--- src/rtl/mem_arb_pkg.sv ---
// Shared types and sizing helpers for the memory port arbiter.
package mem_arb_pkg;

    typedef enum logic {ST_INIT, ST_RUN} arb_state_t;

    localparam int unsigned DEF_WIDTH   = 8;
    localparam int unsigned DEF_DEPTH   = 256;
    localparam int unsigned DEF_NUM_REQ = 4;

    // Address bits for a memory of the given depth (at least 1).
    function automatic int unsigned addr_width(input int unsigned depth);
        return (depth > 1) ? $clog2(depth) : 1;
    endfunction

    // Bits needed to hold a requester index (at least 1).
    function automatic int unsigned idx_width(input int unsigned n);
        return (n > 1) ? $clog2(n) : 1;
    endfunction

endpackage

--- src/rtl/rr_arbiter.sv ---
// Combinational round-robin picker: first asserted request at or above the
// pointer, wrapping to the lowest asserted request below it.
import mem_arb_pkg::*;

module rr_arbiter #(
    parameter  int unsigned N  = DEF_NUM_REQ,
    localparam int unsigned IW = idx_width(N)
) (
    input  logic [N-1:0]  req_i,
    input  logic [IW-1:0] ptr_i,
    output logic [N-1:0]  grant_o,
    output logic [IW-1:0] grant_idx_o,
    output logic          grant_any_o
);

    logic          found;
    logic [IW-1:0] idx;

    always_comb begin
        found = 1'b0;
        idx   = '0;
        for (int unsigned i = 0; i < N; i++) begin
            if (!found && req_i[i] && (i >= 32'(ptr_i))) begin
                found = 1'b1;
                idx   = IW'(i);
            end
        end
        for (int unsigned i = 0; i < N; i++) begin
            if (!found && req_i[i]) begin
                found = 1'b1;
                idx   = IW'(i);
            end
        end
        grant_any_o = found;
        grant_idx_o = idx;
        grant_o     = found ? (N'(1) << idx) : '0;
    end

endmodule

--- src/rtl/mem_port_arbiter.sv ---
// Round-robin sharing of one single-port synchronous memory between requesters,
// with a zero-fill sweep of the whole array after reset.
import mem_arb_pkg::*;

module mem_port_arbiter #(
    parameter  int unsigned WIDTH   = DEF_WIDTH,
    parameter  int unsigned DEPTH   = DEF_DEPTH,
    parameter  int unsigned NUM_REQ = DEF_NUM_REQ,
    localparam int unsigned AW      = addr_width(DEPTH),
    localparam int unsigned IW      = idx_width(NUM_REQ)
) (
    input  logic                     clk,
    input  logic                     reset,
    input  logic [NUM_REQ-1:0]       req_valid,
    input  logic [NUM_REQ-1:0]       req_write,
    input  logic [NUM_REQ*AW-1:0]    req_addr,
    input  logic [NUM_REQ*WIDTH-1:0] req_wdata,
    output logic [NUM_REQ-1:0]       req_ready,
    output logic [NUM_REQ-1:0]       rsp_valid,
    output logic [WIDTH-1:0]         rsp_rdata,
    output logic                     init_done,
    output logic                     mem_write_enable,
    output logic                     mem_read_enable,
    output logic [AW-1:0]            mem_address,
    output logic [WIDTH-1:0]         mem_write_data,
    input  logic [WIDTH-1:0]         mem_read_data
);

    arb_state_t         state_q, state_d;
    logic [AW-1:0]      cnt_q, cnt_d;
    logic [IW-1:0]      ptr_q, ptr_d;
    logic [NUM_REQ-1:0] rsp_valid_q, rsp_valid_d;

    logic [NUM_REQ-1:0] grant_oh;
    logic [IW-1:0]      grant_idx;
    logic               grant_any;
    logic               sel_write;
    logic [AW-1:0]      sel_addr;
    logic [WIDTH-1:0]   sel_wdata;

    rr_arbiter #(.N(NUM_REQ)) u_rr (
        .req_i       (req_valid),
        .ptr_i       (ptr_q),
        .grant_o     (grant_oh),
        .grant_idx_o (grant_idx),
        .grant_any_o (grant_any)
    );

    // Payload of the granted requester.
    always_comb begin
        sel_write = 1'b0;
        sel_addr  = '0;
        sel_wdata = '0;
        for (int unsigned i = 0; i < NUM_REQ; i++) begin
            if (grant_oh[i]) begin
                sel_write = req_write[i];
                sel_addr  = req_addr[i*AW +: AW];
                sel_wdata = req_wdata[i*WIDTH +: WIDTH];
            end
        end
    end

    // Next state and memory strobes; everything is held quiet while reset is high.
    always_comb begin
        state_d          = state_q;
        cnt_d            = cnt_q;
        ptr_d            = ptr_q;
        rsp_valid_d      = '0;
        req_ready        = '0;
        init_done        = 1'b0;
        mem_write_enable = 1'b0;
        mem_read_enable  = 1'b0;
        mem_address      = '0;
        mem_write_data   = '0;
        if (!reset) begin
            case (state_q)
                ST_INIT: begin
                    mem_write_enable = 1'b1;
                    mem_address      = cnt_q;
                    cnt_d            = cnt_q + AW'(1);
                    if (cnt_q == AW'(DEPTH - 1)) begin
                        state_d = ST_RUN;
                    end
                end
                ST_RUN: begin
                    init_done = 1'b1;
                    if (grant_any) begin
                        req_ready   = grant_oh;
                        mem_address = sel_addr;
                        if (sel_write) begin
                            mem_write_enable = 1'b1;
                            mem_write_data   = sel_wdata;
                        end else begin
                            mem_read_enable = 1'b1;
                            rsp_valid_d     = grant_oh;
                        end
                        ptr_d = (grant_idx == IW'(NUM_REQ - 1)) ? '0 : grant_idx + IW'(1);
                    end
                end
                default: state_d = ST_INIT;
            endcase
        end
    end

    always_ff @(posedge clk) begin
        if (reset) begin
            state_q     <= ST_INIT;
            cnt_q       <= '0;
            ptr_q       <= '0;
            rsp_valid_q <= '0;
        end else begin
            state_q     <= state_d;
            cnt_q       <= cnt_d;
            ptr_q       <= ptr_d;
            rsp_valid_q <= rsp_valid_d;
        end
    end

    // Memory output register already aligns read data with the response cycle.
    assign rsp_valid = reset ? '0 : rsp_valid_q;
    assign rsp_rdata = mem_read_data;

endmodule

--- config.mk ---
export PLATFORM = sky130hd
export DESIGN_NAME = mem_port_arbiter
export DESIGN_NICKNAME = d
export VERILOG_FILES = /design/src/rtl/mem_arb_pkg.sv /design/src/rtl/rr_arbiter.sv /design/src/rtl/mem_port_arbiter.sv
export SDC_FILE = /design/constraint.sdc
export NUM_CORES = 1
export LEC_CHECK = 0
export CAP_MARGIN = 20
export CORE_ASPECT_RATIO = 0.5
export CORE_MARGIN = 8
export CORE_UTILIZATION = 31
export DETAILED_ROUTE_END_ITERATION = 12
export PLACE_DENSITY = 0.79
export SLEW_MARGIN = 20
export SYNTH_ARGS = -nofsm -noshare
export SYNTH_HDL_FRONTEND = slang
export SYNTH_SLANG_ARGS = --single-unit
--- constraint.sdc ---
create_clock -name clk -period 2.6 [get_ports clk]
set_clock_uncertainty 0.2 [all_clocks]
set_input_delay 0.26 -clock clk [delete_from_list [all_inputs] [get_ports clk]]
set_output_delay 0.26 -clock clk [all_outputs]
set_load 0.02 [all_outputs]
==> impl_metrics.tcl <==
set metrics [dict create \
    slew_headroom_pct 76.7 \
    max-vdd-ir-drop_mv 0.195 \
    vias 2074 \
    die_span_x_um 115 \
    largest_net_degree_at_the_start_of_global_routing 19 \
    synth.ff_latch_count 15 \
    cts_made_buffers 3 \
    drt_iter0_drc 86 \
    wl_per_cell_um 16.9 \
    power.share.combinational_pct 49.2 \
    failed_checks "negative setup slack" \
    finish.utilization_pct 67.3 \
    dieHeight_um 65.3 \
    antenna_violation_net_count_after_detailed_routing 0 \
    grt_overflow 0 \
    cts.reportedPaths.clkPinSlew_ns 0.06 \
    setup_viol 18 \
    reg2reg_slack_ns 0.09 \
    die_area_um2 7480 \
    yosysUniqueCellTypes 41 \
    worst_hold_path_type "in2out" \
    timing.critical_path.required_ns 2.14 \
    finalWirelength_mm 6.82 \
    insertion_delay_ns 0.24 \
    r2r_start "ptr_q[1]" \
    unrepaired_setup_endpoints_after_global_routing "yes" \
    worst_setup_path_end_kind "output port" \
    via_per_inst 5.15 \
    port_buffers 100 \
    ys_seq_area_share_pct 19.9 \
    wire_length_of_the_first_global_routing_pass_mm 10.0 \
    timing.final.crit_period_ns 2.87 \
    io-pin-count 117 \
    numPlacedInstances 383 \
    r2r_cells 11 \
    final-instance-count-excl-fill 403 \
    reg2reg_to "rsp_valid_q[1]" \
    setup_tns_ns -4.28 \
    grt_pass1_vias 2051 \
    filler_cell_count 351 \
    finish.net_count 421 \
    ctsLongestPathBuffers 2 \
    seq_power_share_pct 28.6 \
    post_synthesis_instance_area_um2 1510 \
    timing_worst_setup_path_type "reg2out" \
    switching_power_summed_over_all_nets_mw 0.252 \
    grt_util_all_layers_pct 16.5 \
    multiInputGateArea_um2 1330 \
    initial_antenna_violation_count 0 \
    dp.final_hpwl_mm 5.00 \
    synth_edf_count 0 \
    dr.pass1.iters 4 \
    htree_levels 1 \
    final_hold_viol_count 0 \
    tritoncts "done" \
    critPathLaunchType "flip-flop" \
    count_of_yosys_warnings_during_synthesis 0 \
    postSynth.topFlopCell "sky130_fd_sc_hd__dfxtp_1" \
    swShare_pct 30.1 \
    synthCells 210 \
    area.sequential_um2 305 \
    pwr-share-clk_pct 22.2 \
    clock_sink_total 15 \
    antenna_cells 0 \
    path_max_fanout 5 \
    gp_congestion 0.799 \
    leak_pwr_nw 1.31 \
    hold-path-endpoint "rsp_rdata[0]" \
    hold_path_depth 0 \
    min_period_over_period_pct 110 \
    clock.fmax_mhz 349 \
    synth_to_layout_area_growth_pct 114 \
    most-common-layout-cells "sky130_fd_sc_hd__clkdlybuf4s50_1 (75), sky130_fd_sc_hd__buf_6 (30), sky130_fd_sc_hd__nand2_1 (28)" \
    run_status "complete, but fails checks" \
    syn_avg_cell_area_um2 7.17 \
    hold_path.startpoint "mem_read_data[0]" \
    mostFrequentLayoutCell "sky130_fd_sc_hd__clkdlybuf4s50_1" \
    num_rows 18 \
    worst_ep_arrival_time_ns 2.41 \
    fp.coreArea_um2 4800 \
    initial_core_util_pct 31.4 \
    synth_fp_nets 297 \
    finalWorstSetupSlack_ns -0.266 \
    power_report.internal_total_mw 0.584 \
    maxSlewViolCount 0 \
    remaining_drc_errors 0 \
    drive_above_1_share_pct 35.4 \
    p_per_area_nw_per_um2 259 \
    max_cap_viol_count 0 \
    postSynth.asyncResetShare_pct 0 \
    timing_worst_slew_pin_value_ns 0.346 \
    cts.root.buffer_cell "sky130_fd_sc_hd__clkbuf_8" \
]
[metal layers]
| layer | vias up | part of all wire, % | GRT usage, % |
|---|---|---|---|
| li1 | 980 | - | - |
| met1 | 996 | 38 | 17.9 |
| met2 | 78 | 53 | 31.2 |
| met4 | 0 | 2.6 | 6.24 |
| met3 | 20 | 6.5 | 3.75 |
| met5 | - | 0 | 0 |
[cell usage after synthesis, types with 3 or more instances]
cell / number / area share, %
sky130_fd_sc_hd__nor2_1: 12 / 3.0
sky130_fd_sc_hd__a21oi_1: 19 / 6.3
sky130_fd_sc_hd__clkbuf_1: 12 / 3.0
sky130_fd_sc_hd__o21ai_0: 15 / 5.0
sky130_fd_sc_hd__nand3_1: 3 / 1.0
sky130_fd_sc_hd__xor2_1: 6 / 3.5
sky130_fd_sc_hd__a22oi_1: 8 / 4.0
sky130_fd_sc_hd__and2_1: 4 / 1.7
sky130_fd_sc_hd__buf_4: 8 / 4.0
sky130_fd_sc_hd__and3_1: 4 / 1.7
sky130_fd_sc_hd__nand2_1: 30 / 7.5
sky130_fd_sc_hd__dfxtp_1: 15 / 20
sky130_fd_sc_hd__nor2b_1: 16 / 6.6
sky130_fd_sc_hd__a221o_1: 7 / 4.7
sky130_fd_sc_hd__ha_1: 5 / 4.2
sky130_fd_sc_hd__inv_1: 11 / 2.7
sky130_fd_sc_hd__a32o_1: 8 / 5.3
[layout make-up]
class                   count  share of cell area, %
clock buffers               4                   1.40
inverters                  11                   1.28
multi-input cells         160                   41.0
flip-flops and latches     15                   9.46
well taps                  70                   2.71
repair buffers            143                   44.1
[what timing repair did]
action                                  in CTS  in global routing
gates resized for setup                    136                 54
hold buffers                                 0                  0
pin swaps                                   10                 30
setup buffers                               10                  6
endpoints found under the setup margin      22                 21
[through the flow]
stage	setup WS (ns)	hold slack [ns]	total power, mW	area, µm²
after detailed placement	-0.994	0.320	0.558	2800
after global placement	-0.947	0.320	0.551	2800
final	-0.266	0.320	0.836	3230
after CTS	-0.288	0.320	0.783	3020
after global routing	-0.360	0.320	0.875	3230
after floorplan	-0.0112	0.270	0.403	1660
[power by group through the flow]
stage	registers [mW]	logic (mW)	clock network (mW)
final	0.239	0.412	0.186
after global routing	0.239	0.436	0.200
after floorplan	0.243	0.160	0
after global placement	0.244	0.307	0
after detailed placement	0.245	0.313	0
after CTS	0.238	0.356	0.189
[cells by family (layout without fill, tap and decap cells)]
kind of cell	after synthesis	in the layout	synth area share, %
AO/OA/AOI/OAI	67	67	31.5
flip-flops	15	15	19.9
AND/OR/NAND/NOR	79	79	27.2
buffers and inverters	35	158	11.8
XOR/XNOR	7	7	4.07
adder cells (fa/ha/maj)	5	5	4.15
multiplexers	2	2	1.33
[worst max-delay path, stage by stage (launching register included)]
cell                       delay [ns]
sky130_fd_sc_hd__dfxtp_4         0.37
sky130_fd_sc_hd__or3b_4          0.39
sky130_fd_sc_hd__o221ai_4        0.09
sky130_fd_sc_hd__inv_2           0.11
sky130_fd_sc_hd__ha_4            0.19
sky130_fd_sc_hd__nand3b_1        0.19
sky130_fd_sc_hd__a211oi_4        0.30
sky130_fd_sc_hd__nand2_4         0.12
sky130_fd_sc_hd__buf_4           0.16
sky130_fd_sc_hd__a21oi_4         0.10
sky130_fd_sc_hd__buf_6           0.13
[sequential cells by signal, indices dropped and copies added (netlist names)]
name,count
rsp_valid_q,4
state_q,1
cnt_q,8
ptr_q,2
[how the worst max path moves through the flow]
stage            startpoint                end  slack, ns  cells past startpoint
2_1_floorplan      ptr_q[1]  mem_write_data[0]      -0.01                      9
3_3_place_gp   req_valid[1]  mem_write_data[1]      -0.95                     10
3_5_place_dp   req_valid[1]  mem_write_data[6]      -0.99                     10
4_1_cts            ptr_q[1]     mem_address[4]      -0.29                     11
5_1_grt            ptr_q[1]  mem_write_data[4]      -0.36                     10
6_report           ptr_q[1]  mem_write_data[1]      -0.27                     10
Note: power is estimated with default switching activity, not from simulation.
